$ cat config.mk
export PLATFORM = sky130hd
export DESIGN_NAME = servo_gate_guard
export DESIGN_NICKNAME = d
export VERILOG_FILES = /design/src/rtl/servo_gate_pkg.sv /design/src/rtl/servo_deadtime_phase.sv /design/src/rtl/servo_gate_guard.sv
export SDC_FILE = /design/constraint.sdc
export NUM_CORES = 1
export LEC_CHECK = 0
export CELL_PAD_IN_SITES_DETAIL_PLACEMENT = 0
export CELL_PAD_IN_SITES_GLOBAL_PLACEMENT = 1
export CORE_MARGIN = 1.5
export CORE_UTILIZATION = 30
export CTS_CLUSTER_DIAMETER = 80
export DETAILED_ROUTE_END_ITERATION = 7
export GPL_ROUTABILITY_DRIVEN = 0
export PLACE_DENSITY_LB_ADDON = 0.1
export SLEW_MARGIN = 25
export SYNTH_ARGS = -nofsm -noshare
export SYNTH_HDL_FRONTEND = slang
export SYNTH_SLANG_ARGS = --single-unit
$ cat constraint.sdc
create_clock -name clk -period 2.9 [get_ports clk]
set_input_delay 0.725 -clock clk [delete_from_list [all_inputs] [get_ports clk]]
set_output_delay 0.725 -clock clk [all_outputs]
set_load 0.01 [all_outputs]
$ cat src/rtl/servo_gate_pkg.sv
// Shared types for the servo gate guard: per-phase FSM state,
// dead-time target and register map.
package servo_gate_pkg;

  typedef enum logic [1:0] {
    ST_OFF  = 2'd0,
    ST_DT   = 2'd1,
    ST_U_ON = 2'd2,
    ST_L_ON = 2'd3
  } phase_state_e;

  typedef enum logic {
    TGT_U = 1'b0,
    TGT_L = 1'b1
  } target_e;

  localparam logic [1:0] ADDR_DT   = 2'd0;
  localparam logic [1:0] ADDR_EN   = 2'd1;
  localparam logic [1:0] ADDR_FCLR = 2'd2;

endpackage

$ cat src/rtl/servo_deadtime_phase.sv
// One phase of dead-time insertion: OFF/DT/U_ON/L_ON FSM + counter.
// Ports: clk_i, rst_i (async high), en_i (hold OFF when low),
//   u_req_i/l_req_i raw requests, dt_i reload value,
//   u_on_o/l_on_o registered on-state decode.
import servo_gate_pkg::*;

module servo_deadtime_phase #(
  parameter int DTW = 8
) (
  input  logic           clk_i,
  input  logic           rst_i,
  input  logic           en_i,
  input  logic           u_req_i,
  input  logic           l_req_i,
  input  logic [DTW-1:0] dt_i,
  output logic           u_on_o,
  output logic           l_on_o
);

  phase_state_e   state_q, state_d;
  target_e        tgt_q, tgt_d;
  logic [DTW-1:0] cnt_q, cnt_d;

  logic    req_u;
  logic    req_l;
  logic    req_any;
  target_e req_tgt;

  // Both set or both clear is a NONE request.
  assign req_u   = u_req_i & ~l_req_i;
  assign req_l   = l_req_i & ~u_req_i;
  assign req_any = req_u | req_l;
  assign req_tgt = req_l ? TGT_L : TGT_U;

  always_comb begin
    state_d = state_q;
    tgt_d   = tgt_q;
    cnt_d   = cnt_q;
    if (!en_i) begin
      state_d = ST_OFF;
    end else begin
      unique case (state_q)
        ST_OFF: begin
          if (req_any) begin
            state_d = ST_DT;
            tgt_d   = req_tgt;
            cnt_d   = dt_i;
          end
        end
        ST_DT: begin
          if (!req_any) begin
            state_d = ST_OFF;
          end else if (req_tgt != tgt_q) begin
            tgt_d = req_tgt;
            cnt_d = dt_i;
          end else if (cnt_q == '0) begin
            state_d = (tgt_q == TGT_L) ? ST_L_ON
                                       : ST_U_ON;
          end else begin
            cnt_d = cnt_q - 1'b1;
          end
        end
        ST_U_ON: begin
          if (!req_any) begin
            state_d = ST_OFF;
          end else if (req_l) begin
            state_d = ST_DT;
            tgt_d   = TGT_L;
            cnt_d   = dt_i;
          end
        end
        ST_L_ON: begin
          if (!req_any) begin
            state_d = ST_OFF;
          end else if (req_u) begin
            state_d = ST_DT;
            tgt_d   = TGT_U;
            cnt_d   = dt_i;
          end
        end
        default: state_d = ST_OFF;
      endcase
    end
  end

  always_ff @(posedge clk_i or posedge rst_i) begin
    if (rst_i) begin
      state_q <= ST_OFF;
      tgt_q   <= TGT_U;
      cnt_q   <= '0;
    end else begin
      state_q <= state_d;
      tgt_q   <= tgt_d;
      cnt_q   <= cnt_d;
    end
  end

  assign u_on_o = (state_q == ST_U_ON);
  assign l_on_o = (state_q == ST_L_ON);

endmodule

$ cat src/rtl/servo_gate_guard.sv
// Gate-driver guard: dead time per phase, U/L interlock, latched
// active-low driver fault with irq, MMS write-only register file.
// Ports: clk, reset (async high), MMS_addr/write/writedata,
//   Udrive_in/Ldrive_in raw requests, fault_n pin,
//   Uout/Lout guarded gates, faultirq one-cycle pulse.
// Option: SERVO_GATE_FAULT_FILTER_EN adds a FLT_FILT-sample filter.
import servo_gate_pkg::*;

module servo_gate_guard #(
  parameter int             DTW      = 8,
  parameter logic [DTW-1:0] DT_RESET = DTW'(20),
  parameter int             FLT_FILT = 4
) (
  input  logic        clk,
  input  logic        reset,
  input  logic [1:0]  MMS_addr,
  input  logic        MMS_write,
  input  logic [31:0] MMS_writedata,
  input  logic [2:0]  Udrive_in,
  input  logic [2:0]  Ldrive_in,
  input  logic        fault_n,
  output logic [2:0]  Uout,
  output logic [2:0]  Lout,
  output logic        faultirq
);

  logic [DTW-1:0] dt_q, dt_d;
  logic           en_q, en_d;
  logic           sync1_q, sync2_q;
  logic           lat_q, lat_d;
  logic           irq_q, irq_d;

  logic wr_dt;
  logic wr_en;
  logic wr_clr;
  logic flt_s;
  logic flt_hit;
  logic ph_en;

  logic [2:0] u_on;
  logic [2:0] l_on;

  assign wr_dt  = MMS_write && (MMS_addr == ADDR_DT);
  assign wr_en  = MMS_write && (MMS_addr == ADDR_EN);
  assign wr_clr = MMS_write && (MMS_addr == ADDR_FCLR)
                  && MMS_writedata[0];

  assign dt_d = wr_dt ? MMS_writedata[DTW-1:0] : dt_q;
  assign en_d = wr_en ? MMS_writedata[0] : en_q;

  // Synchronised fault, active high.
  assign flt_s = sync2_q;

`ifdef SERVO_GATE_FAULT_FILTER_EN
  localparam int FCW = $clog2(FLT_FILT + 1);
  localparam logic [FCW-1:0] FMAX = FCW'(FLT_FILT - 1);

  logic [FCW-1:0] fcnt_q, fcnt_d;

  // Counts prior consecutive low samples; the sample that
  // finds FLT_FILT-1 behind it is the accepting one.
  assign flt_hit = flt_s && (fcnt_q >= FMAX);

  always_comb begin
    fcnt_d = fcnt_q;
    if (!flt_s) begin
      fcnt_d = '0;
    end else if (fcnt_q < FMAX) begin
      fcnt_d = fcnt_q + 1'b1;
    end
  end

  always_ff @(posedge clk or posedge reset) begin
    if (reset) begin
      fcnt_q <= '0;
    end else begin
      fcnt_q <= fcnt_d;
    end
  end
`else
  assign flt_hit = flt_s;
`endif

  // Fault beats a same-cycle clear; clear needs the pin idle.
  always_comb begin
    lat_d = lat_q;
    if (flt_hit) begin
      lat_d = 1'b1;
    end else if (wr_clr && !flt_s) begin
      lat_d = 1'b0;
    end
  end

  assign irq_d = flt_hit & ~lat_q;

  always_ff @(posedge clk or posedge reset) begin
    if (reset) begin
      dt_q    <= DT_RESET;
      en_q    <= 1'b0;
      sync1_q <= 1'b0;
      sync2_q <= 1'b0;
      lat_q   <= 1'b0;
      irq_q   <= 1'b0;
    end else begin
      dt_q    <= dt_d;
      en_q    <= en_d;
      sync1_q <= ~fault_n;
      sync2_q <= sync1_q;
      lat_q   <= lat_d;
      irq_q   <= irq_d;
    end
  end

  assign ph_en = en_q & ~lat_q;

  for (genvar p = 0; p < 3; p++) begin : g_ph
    servo_deadtime_phase #(
      .DTW (DTW)
    ) u_ph (
      .clk_i   (clk),
      .rst_i   (reset),
      .en_i    (ph_en),
      .u_req_i (Udrive_in[p]),
      .l_req_i (Ldrive_in[p]),
      .dt_i    (dt_q),
      .u_on_o  (u_on[p]),
      .l_on_o  (l_on[p])
    );
  end

  // Gate the registered on-states so a fault drops the
  // gates on the same edge the latch sets.
  assign Uout     = u_on & {3{ph_en}};
  assign Lout     = l_on & {3{ph_en}};
  assign faultirq = irq_q;

endmodule

==> impl_metrics.py <==
metrics = {
    "clock_tree": {
        "post_cts_buffers": 0,
        "clock-root-buffer": "clkbuf_8",
        "cts_buffers": 5,
        "cts_sinks": 46,
        "clk_pin_slew_ns": 0.09,
        "clock_path_buffers": 2,
        "hold_buffers": 0,
        "htree_levels": 2,
        "cts_tree": "built",
        "cts_resized": 0,
        "clk_latency_ns": 0.30,
    },
    "logic_synthesis": {
        "synth.avg_cell_area_sq_um": 9.20,
        "synth_cell_types": 65,
        "async_reset_ff_share_pct": 100,
        "synth_warnings": 0,
        "ys.flop_type": "dfrtp_1",
        "synth-seq-area-share_pct": 38.6,
        "synth-edff-count": 0,
        "syn_inst": 325,
        "syn-cell-area_sq_mm": 0.00299,
        "synth-seq-cells": 46,
        "synth_nets": 384,
    },
    "power_and_ir_drop": {
        "power.density_mw_per_mm2": 611,
        "p_seq_share_pct": 46.5,
        "ir_drop_uv": 231,
        "combPwrFrac_pct": 30.8,
        "p_sw_share_pct": 36.6,
        "internal_power_w": 0.00138,
        "p_sw_w": 0.000795,
        "total_leakage_power_nw": 1.50,
        "power_frac_clock_pct": 22.6,
    },
    "placed_design": {
        "dpl.hpwl_um": 5280,
        "placed_cells": 487,
        "io_buffers": 26,
    },
    "drt": {
        "drc_errors": 0,
        "antenna_left": 0,
        "dr.pass1.iters": 4,
        "vias_per_cell": 4.95,
        "drt_wl_total_um": 7200,
        "drt_iter0_drc": 62,
        "vias": 2452,
        "routedWlPerCell_um": 14.5,
    },
    "critical_path": {
        "worstPathMaxFanout": 10,
        "worstSetupPathType": "reg2out",
        "r2r_start": "lat_q$_DFFE_PP0P_",
        "arrival_ns": 1.87,
        "cp.required_ns": 2.17,
        "timing.rr.end": "g_ph[1].u_ph.cnt_q[0]$_DFFE_PP0P_",
        "regToRegSetupSlack_ns": 0.84,
        "end_kind": "primary output",
        "critPathLaunch": "lat_q$_DFFE_PP0P_",
        "reg2reg_depth": 6,
        "start_kind": "flop",
    },
    "timing": {
        "final_hold_viol_count": 0,
        "min_period_over_period_pct": 89.4,
        "setup-tns-final_ns": 0,
        "setup_viol": 0,
        "rsz0062_at_grt": "false",
        "fmax_mhz": 386,
        "min_period_ns": 2.59,
        "maxSlewHeadroom_pct": 66.0,
        "report.final.slew_viol_count": 0,
        "fin_skew_ns": 0.00438,
        "worstMarginPinSlew_ns": 0.509,
    },
    "die": {
        "start_util_pct": 30.7,
        "die_w_um": 103,
        "io_pins": 51,
        "core_sq_mm": 0.00973,
        "row_count": 36,
        "die_area_sq_mm": 0.0106,
        "die_height_um": 103,
    },
    "global_routing": {
        "antenna_found_initial": 0,
        "grt_pass1_wl_um": 11600,
        "grt_pass1_vias": 2272,
        "grt_max_degree": 22,
        "grt_use_total_pct": 14.5,
        "grt_overflow": 0,
    },
    "finish": {
        "nNetsFinal": 420,
        "finish.utilization_pct": 36.5,
        "drive_gt1_share_pct": 14.6,
        "final_cell_mix": "dfrtp_1 (44), nor2_1 (37), a21oi_1 (28), clkdlybuf4s50_1 (26), o21ai_0 (21)",
        "final_common_cell": "dfrtp_1",
        "nFillCells": 1033,
        "synthToLayoutAreaGrowth_pct": 18.9,
        "final_cells": 495,
        "antenna_cells": 0,
    },
    "run_status": {
        "status": "finished, final reports clean",
    },
    "worst_hold_path": {
        "min_to": "flt_hit$_DFF_PP0_",
        "hold_depth": 0,
        "hold_path.class": "reg2reg",
        "min_from": "sync1_q$_DFF_PP0_",
    },
    "flow_run": {
        "drv_cap": 0,
    },
}
==> worst max-delay path by stage <==
stage / end / cells after the start / slack (ns)
3_5_place_dp: g_ph[2].u_ph.cnt_q[6]$_DFFE_PP0P_ / 8 / 0.10
3_3_place_gp: g_ph[1].u_ph.cnt_q[1]$_DFFE_PP0P_ / 8 / 0.11
4_1_cts: Uout[0] / 3 / 0.26
2_1_floorplan: g_ph[2].u_ph.cnt_q[6]$_DFFE_PP0P_ / 8 / 0.72
5_1_grt: Uout[0] / 3 / 0.13
6_report: Uout[0] / 3 / 0.31
==> cell usage after synthesis (all sizes together), types with 2 or more instances <==
master	count	share of area (%)
a21boi	2	0.88
a2bb2oi	2	0.59
nor3	13	2.2
mux2i	5	1.7
mux2	10	3.8
a31oi	4	0.84
o31ai	2	0.67
ha	15	6.3
dfstp	2	1.8
nand2b	9	1.9
clkbuf	2	0.25
nand3	9	1.5
nand2	17	2.1
o211ai	4	1.6
nor4	4	1.3
inv	17	2.1
buf	13	3.3
or3	4	0.84
o22a	6	1.8
nor2b	2	0.42
and3	4	0.84
nor3b	3	0.92
a22oi	2	0.50
o21ai	32	6.0
a21oi	29	5.0
xor2	2	0.59
a211oi	3	1.1
nand4b	2	0.59
dfrtp	44	37
and4b	2	0.67
nand3b	2	0.50
or2	2	0.42
and3b	3	0.88
nor2	37	4.6
==> state kept, by name, summed over array words and instances, names as in the netlist <==
name / count
flt_hit: 1
lat_q: 1
g_ph.u_ph.tgt_q: 3
en_q: 1
sync1_q: 1
g_ph.u_ph.state_q: 6
faultirq: 1
dt_q: 8
g_ph.u_ph.cnt_q: 24
==> worst max-delay path, cell delays in order (launching register included) <==
cell and delay, ns:
dfrtp_1 0.41, nand2b_1 0.38, nor2_1 0.22, clkdlybuf4s50_1 0.55
==> kinds of logic (layout without fill, tap and decap cells) <==
group,count (synthesis),count (layout),synth area share [%]
buf+inv,32,69,5.69
mux,15,15,5.44
xor+xnor,3,3,0.879
fa+ha+maj,15,15,6.28
simple gates,116,116,20.5
compound gates,98,98,22.6
flops,46,46,38.6
==> power groups by stage <==
stage | sequential [W] | clock, W | combinational, W
floorplan | 0.000946 | 0 | 0.000535
global placement | 0.00103 | 0 | 0.000659
detailed placement | 0.00102 | 0 | 0.000672
CTS | 0.00101 | 0.000518 | 0.000676
global route | 0.00104 | 0.000545 | 0.000760
finish | 0.00101 | 0.000492 | 0.000670
==> area by class of cell <==
class | instances | area (sq um) | area share (%)
Clock buffer | 6 | 72.6 | 2.04
Clock inverter | 2 | 37.5 | 1.06
Inverter | 17 | 63.8 | 1.80
Multi-Input combinational cell | 247 | 1670 | 46.8
Sequential cell | 46 | 1150 | 32.5
Tap cell | 133 | 166 | 4.68
Timing Repair Buffer | 44 | 395 | 11.1
==> metal layers <==
metal	global-route usage, %	vias up	share of wire (%)
met1	20.3	1167	52
met2	23.0	37	44
met3	2.51	6	3.2
li1	-	1242	-
met5	0	-	0
met4	3.95	0	1.1
==> metrics by stage <==
step,setup slack (ns),hold slack (ns),power (W),instance area (sq um)
after floorplan,0.720,0.331,0.00148,2990
after global placement,0.112,0.335,0.00169,3440
after detailed placement,0.102,0.336,0.00170,3440
after CTS,0.255,0.359,0.00221,3550
after global routing,0.132,0.367,0.00234,3550
final,0.308,0.357,0.00217,3550
Note: power is estimated with default switching activity, not from simulation.
